## config.mk

```make
export PLATFORM = sky130hd
export DESIGN_NAME = and_gate_ch05_flat
export DESIGN_NICKNAME = d
export VERILOG_FILES = /design/src/rtl/and_gate_ch05_if.sv /design/src/rtl/and_gate_ch05.sv /design/src/flat_wrapper.sv
export SDC_FILE = /design/constraint.sdc
export NUM_CORES = 1
export LEC_CHECK = 0
export CORE_MARGIN = 8
export CORE_UTILIZATION = 45
export DETAILED_ROUTE_END_ITERATION = 12
export DONT_BUFFER_PORTS = 1
export PLACE_DENSITY = 0.68
export SLEW_MARGIN = 5
export SYNTH_ARGS = -nofsm -noshare
export SYNTH_HDL_FRONTEND = slang
export SYNTH_SLANG_ARGS = --single-unit
```

## constraint.sdc

```tcl
create_clock -name i_Clk -period 6.1 [get_ports i_Clk]
set_input_delay 0 -clock i_Clk [delete_from_list [all_inputs] [get_ports i_Clk]]
set_output_delay 0 -clock i_Clk [all_outputs]
set_load 0.05 [all_outputs]
```

## src/rtl/and_gate_ch05_if.sv

```systemverilog
// Switch/LED bundle for the two-switch AND block.
interface and_gate_ch05_if #(
  parameter int unsigned COUNT_WIDTH = 8
);
  logic                   i_Switch_1;
  logic                   i_Switch_2;
  logic                   o_LED_1;
  logic                   o_LED_2;
  logic                   o_Press_Pulse;
  logic [COUNT_WIDTH-1:0] o_Press_Count;

  // Board side: drives the raw switches, observes the LEDs and press events.
  modport master (
    output i_Switch_1,
    output i_Switch_2,
    input  o_LED_1,
    input  o_LED_2,
    input  o_Press_Pulse,
    input  o_Press_Count
  );

  // Block side: consumes the switches, drives the LEDs and press events.
  modport slave (
    input  i_Switch_1,
    input  i_Switch_2,
    output o_LED_1,
    output o_LED_2,
    output o_Press_Pulse,
    output o_Press_Count
  );
endinterface

```

## src/rtl/and_gate_ch05.sv

```systemverilog
// Two-switch AND: raw combinational AND on LED 1, plus a synchronized,
// debounced AND on LED 2 with press-edge pulse and press counter.
module and_gate_ch05 #(
  parameter int unsigned DEBOUNCE_LIMIT = 250000,
  parameter int unsigned COUNT_WIDTH    = 8
) (
  input  logic           i_Clk,
  input  logic           i_Rst,
  and_gate_ch05_if.slave bus
);

  // A limit of 1 still needs a one-bit counter.
  localparam int unsigned CNT_W = (DEBOUNCE_LIMIT > 1) ? $clog2(DEBOUNCE_LIMIT) : 1;
  localparam logic [CNT_W-1:0] CNT_LAST = CNT_W'(DEBOUNCE_LIMIT - 1);
  localparam int unsigned NUM_SW = 2;

  logic [NUM_SW-1:0]      raw;
  logic [NUM_SW-1:0]      meta_q;
  logic [NUM_SW-1:0]      sync_q;
  logic [NUM_SW-1:0]      filt_q;
  logic [CNT_W-1:0]       cnt_q [NUM_SW];
  logic                   led_2_q;
  logic                   prev_q;
  logic                   pulse_q;
  logic [COUNT_WIDTH-1:0] count_q;

  assign raw = {bus.i_Switch_2, bus.i_Switch_1};

  // LED 1 is the raw AND; independent of clock and reset.
  assign bus.o_LED_1 = bus.i_Switch_1 & bus.i_Switch_2;

  // Two-flop synchronizer followed by a per-switch hold-time debounce filter.
  always_ff @(posedge i_Clk or posedge i_Rst) begin
    if (i_Rst) begin
      meta_q <= '0;
      sync_q <= '0;
      filt_q <= '0;
      for (int i = 0; i < NUM_SW; i++) cnt_q[i] <= '0;
    end else begin
      meta_q <= raw;
      sync_q <= meta_q;
      for (int i = 0; i < NUM_SW; i++) begin
        if (sync_q[i] == filt_q[i]) begin
          cnt_q[i] <= '0;
        end else if (cnt_q[i] == CNT_LAST) begin
          filt_q[i] <= sync_q[i];
          cnt_q[i]  <= '0;
        end else begin
          cnt_q[i] <= cnt_q[i] + CNT_W'(1);
        end
      end
    end
  end

  // Debounced AND, rising-edge pulse and wrapping press counter.
  always_ff @(posedge i_Clk or posedge i_Rst) begin
    if (i_Rst) begin
      led_2_q <= 1'b0;
      prev_q  <= 1'b0;
      pulse_q <= 1'b0;
      count_q <= '0;
    end else begin
      led_2_q <= &filt_q;
      prev_q  <= led_2_q;
      pulse_q <= led_2_q & ~prev_q;
      if (led_2_q & ~prev_q) count_q <= count_q + COUNT_WIDTH'(1);
    end
  end

  assign bus.o_LED_2       = led_2_q;
  assign bus.o_Press_Pulse = pulse_q;
  assign bus.o_Press_Count = count_q;

endmodule

```

## src/flat_wrapper.sv

```systemverilog
// flat-port wrapper written by rule: the top's interface ports become plain ports
module and_gate_ch05_flat 
#(
  parameter int unsigned DEBOUNCE_LIMIT = 250000,
  parameter int unsigned COUNT_WIDTH    = 8
)
  (i_Clk, i_Rst, bus_i_Switch_1, bus_i_Switch_2, bus_o_LED_1, bus_o_LED_2, bus_o_Press_Pulse, bus_o_Press_Count);
  and_gate_ch05_if #(.COUNT_WIDTH(COUNT_WIDTH)) bus_i ();
  input  logic i_Clk;
  input  logic i_Rst;
  input wire logic [$bits(bus_i.i_Switch_1)-1:0] bus_i_Switch_1;
  input wire logic [$bits(bus_i.i_Switch_2)-1:0] bus_i_Switch_2;
  output wire logic [$bits(bus_i.o_LED_1)-1:0] bus_o_LED_1;
  output wire logic [$bits(bus_i.o_LED_2)-1:0] bus_o_LED_2;
  output wire logic [$bits(bus_i.o_Press_Pulse)-1:0] bus_o_Press_Pulse;
  output wire logic [$bits(bus_i.o_Press_Count)-1:0] bus_o_Press_Count;
  assign bus_i.i_Switch_1 = bus_i_Switch_1;
  assign bus_i.i_Switch_2 = bus_i_Switch_2;
  assign bus_o_LED_1 = bus_i.o_LED_1;
  assign bus_o_LED_2 = bus_i.o_LED_2;
  assign bus_o_Press_Pulse = bus_i.o_Press_Pulse;
  assign bus_o_Press_Count = bus_i.o_Press_Count;
  and_gate_ch05 #(.DEBOUNCE_LIMIT(DEBOUNCE_LIMIT), .COUNT_WIDTH(COUNT_WIDTH)) u_core (.i_Clk(i_Clk), .i_Rst(i_Rst), .bus(bus_i));
endmodule
```

==> results.md <==
* Status: completed
* Residual DRC count at 0
* Worst Reg2Reg Path Length in Cells at 5
* Starting DRT DRC Count at 57
* Tmin final at 2.25 ns
* Vias per cell at 5.28
* Hold bufs inserted after CTS at 3
* Setup repair after global routing missed its margin: no
* Aggregate routed wire length at 4010 µm
* Final HPWL DP at 2750 µm
* Area inside the core boundary at 5170 µm²
* Total chip power at 0.569 mW
* Fraction of final layout cells with drive strength greater than 1 at 0.0766
* Number of antenna violations at the first check in global routing at 0
* GR Util All Layers at 0.109
* Cell types with the highest counts after synthesis: sky130_fd_sc_hd__dfrtp_1, sky130_fd_sc_hd__nor2_1, sky130_fd_sc_hd__xnor2_1
* Final weighted congestion in routability-driven placement at 0.760
* Worst endpoint data arrival time at 2.47 ns
* Simple-Gate Fraction of Synth Area at 0.231
* Ratio of total power to cell area at 217 nW/µm²
* Number of warnings printed during yosys synthesis at 0
* PostCTS Resize Cnt at 0
* Number of failing setup endpoints in the final timing report at 0
* CTS tree: yes
* Cell variety after synth at 35
* Dominant cell type by area after synthesis: sky130_fd_sc_hd__dfrtp_1
* Total number of nets in the final design at 241
* Hold violation count in the final report at 0
* Count of input and output buffers at 0
* Final total negative setup slack at 0 ns
* Iteration count of the initial detailed-routing pass at 5
* Critical Path Start: u_core.cnt_q[0]
* Achievable clock frequency at 445 MHz
* Synthesized instance count at 227
* Initial Util at 0.471
* Layout Cells excl Fill at 305
* Number of post-CTS setup repair buffers at 0
* Worst reg2reg setup slack at 3.85 ns
* Kind of start point of the critical path: register
* First-pass GRT wire length at 6970 µm
* Xor and xnor fraction of the mapped netlist area at 0.126
* Worst r2r src: u_core.cnt_q[0]
* Width of the die at 89.6 µm
* Post-synthesis area per instance at 10.7 µm²
* Fraction of synthesized cell area taken by the top area cell type at 0.544
* Period utilization at 0.368
* Leakage power at 1.08 nW
* Worst setup EP type: register
* Via total after detailed routing at 1610
* Capturing point of the worst reg2reg path: u_core.cnt_q[16]
* Sequential-to-total area share from yosys stat at 0.544
* DP Cell Count at 294
* Clock latency reported for the late side of the worst-skew pair at 0.29 ns
* Placed Area at 2500 µm²
* Number of primary I/O pins at 15
* Inserted Clock Buffers at 5
* Worst setup path endpoint: u_core.cnt_q[16]
* Worst voltage drop across the vdd grid at 0.000117 V
* Top-count cell post-synth: sky130_fd_sc_hd__dfrtp_1
* Number of pins with negative max-slew slack in the final report at 0
* DIE HEIGHT at 89.6 µm
* Clock sink count at 53
* CP required at 6.32 ns
* CP Class: register to register
* Slew HR at 0.283
* Register clock-pin slew on the reported worst setup and hold paths at 0.09 ns
* Dominant combinational cell family by area after synthesis: simple AND/OR/NAND/NOR gates
* Share of the synthesized area in compound gates (AO/OA/AOI/OAI) at 0.0488
* Largest cells by area after synthesis: sky130_fd_sc_hd__dfrtp_1, sky130_fd_sc_hd__xnor2_1, sky130_fd_sc_hd__nor2_1, sky130_fd_sc_hd__xor2_1, sky130_fd_sc_hd__nand3_1
* Transition at the pin with the smallest max-transition slack at 1.07 ns
* H-tree depth reported by CTS at 2
* Final std cell area, no fill at 2620 µm²
* Remaining antenna violation count at 0
* Mux share of post-synthesis cell area at 0.0139
* Via count of the first global-routing pass at 1527
* Inserted Diodes at 0
* Overflow after GRT at 0
* Peak fanout along the critical path at 7
* Number of flops mapped to enable cells by yosys at 0
* Max clock buf depth at 2
* Worst clock skew on the final layout at 0.00384 ns
* Adder-cell share of the synthesized area at 0.0154
* Area delta synth->final at 7.40%
* Pin count of the biggest net entering global routing at 54
* Routed length per instance at 13.2 µm
* Cell area after synthesis at 2440 µm²
* Clk Tree Root Cell: sky130_fd_sc_hd__clkbuf_8
* Die area at 8020 µm²
* Max-capacitance violation count at 0
* Std-Cell Rows at 26
* Post-synth top flop: sky130_fd_sc_hd__dfrtp_1
* Hold crit path type: primary input to register
* Number of nets in the synthesized netlist at 234
* Share of synthesized flip-flops with an asynchronous set or reset at 1.00
* Flip-flop and latch count after synthesis at 53
==> registers in the layout (all words and copies together), names as in the netlist <==
register / count
u_core.sync_q: 2
u_core.bus.o_Press_Pulse: 1
u_core.meta_q: 2
u_core.prev_q: 1
u_core.cnt_q: 36
u_core.filt_q: 2
u_core.bus.o_LED_2: 1
u_core.bus.o_Press_Count: 8
==> cell families after synthesis <==
kind of cell	count (synthesis)
buffers and inverters	11
flip-flops	53
AND/OR/NAND/NOR	108
adder cells (fa/ha/maj)	3
multiplexers	3
XOR/XNOR	35
AO/OA/AOI/OAI	14
==> routing by layer <==
metal  part of all wire  wire (µm)  up-vias  global-route usage
met5                  0          0        -                   0
met4             0.0090         36        0              0.0317
met3              0.056        223        5              0.0355
met2               0.43       1710       28               0.174
met1               0.51       2040      776               0.138
li1                   -          -      801                   -
==> per-stage QoR <==
step,worst slack (ns),utilization,hold slack (ns)
2_1_floorplan,4.12,-,0.0314
3_3_place_gp,3.89,0.484,0.0316
3_5_place_dp,3.89,0.484,0.0316
4_1_cts,3.87,0.506,0.249
5_1_grt,3.62,0.506,0.246
6_report,3.85,0.506,0.255
==> critical path: stages (launching register included) <==
cell                      delay, ns
sky130_fd_sc_hd__dfrtp_1       0.39
sky130_fd_sc_hd__ha_1          0.21
sky130_fd_sc_hd__nand4_1       0.37
sky130_fd_sc_hd__nor4_1        0.58
sky130_fd_sc_hd__or3b_2        0.48
sky130_fd_sc_hd__a21oi_1       0.15
==> area by class of cell <==
type,count,area (µm²)
Tap cell,70,87.6
Sequential cell,53,1330
Timing Repair Buffer,3,30.0
Multi-Input combinational cell,163,1060
Fill cell,469,2560
Inverter,8,30.0
Clock inverter,2,10.0
Clock buffer,6,72.6
==> cells in the final DEF, fill, tap and decap left out, drive strengths merged, types with 3 or more instances in the layout <==
cell type    count
nor2            38
or4              5
xor2            10
nand2           12
dfrtp           53
ha               3
nand3           14
inv              8
nor4             7
o41ai            3
clkbuf           6
mux2             3
a21oi            6
o31ai            3
nor3             5
dlygate4sd3      3
xnor2           25
nand4            9
==> report_power, final <==
part           leakage [nW]  total [mW]  internal, mW  switching (mW)
Clock                0.0450       0.188        0.0799           0.108
Combinational         0.311      0.0215       0.00587          0.0156
Sequential            0.726       0.360         0.356         0.00395
==> how the worst min path moves through the flow <==
stage | to | slack, ns | start | depth (start not counted)
after CTS | u_core.meta_q[1] | 0.25 | bus_i_Switch_2 | 1
after global placement | u_core.meta_q[0] | 0.03 | bus_i_Switch_1 | 0
after detailed placement | u_core.meta_q[1] | 0.03 | bus_i_Switch_2 | 0
after global routing | u_core.meta_q[0] | 0.25 | bus_i_Switch_1 | 1
after floorplan | u_core.meta_q[0] | 0.03 | bus_i_Switch_1 | 0
final | u_core.meta_q[1] | 0.26 | bus_i_Switch_2 | 1
No activity file was read; power rests on OpenSTA's default activity.
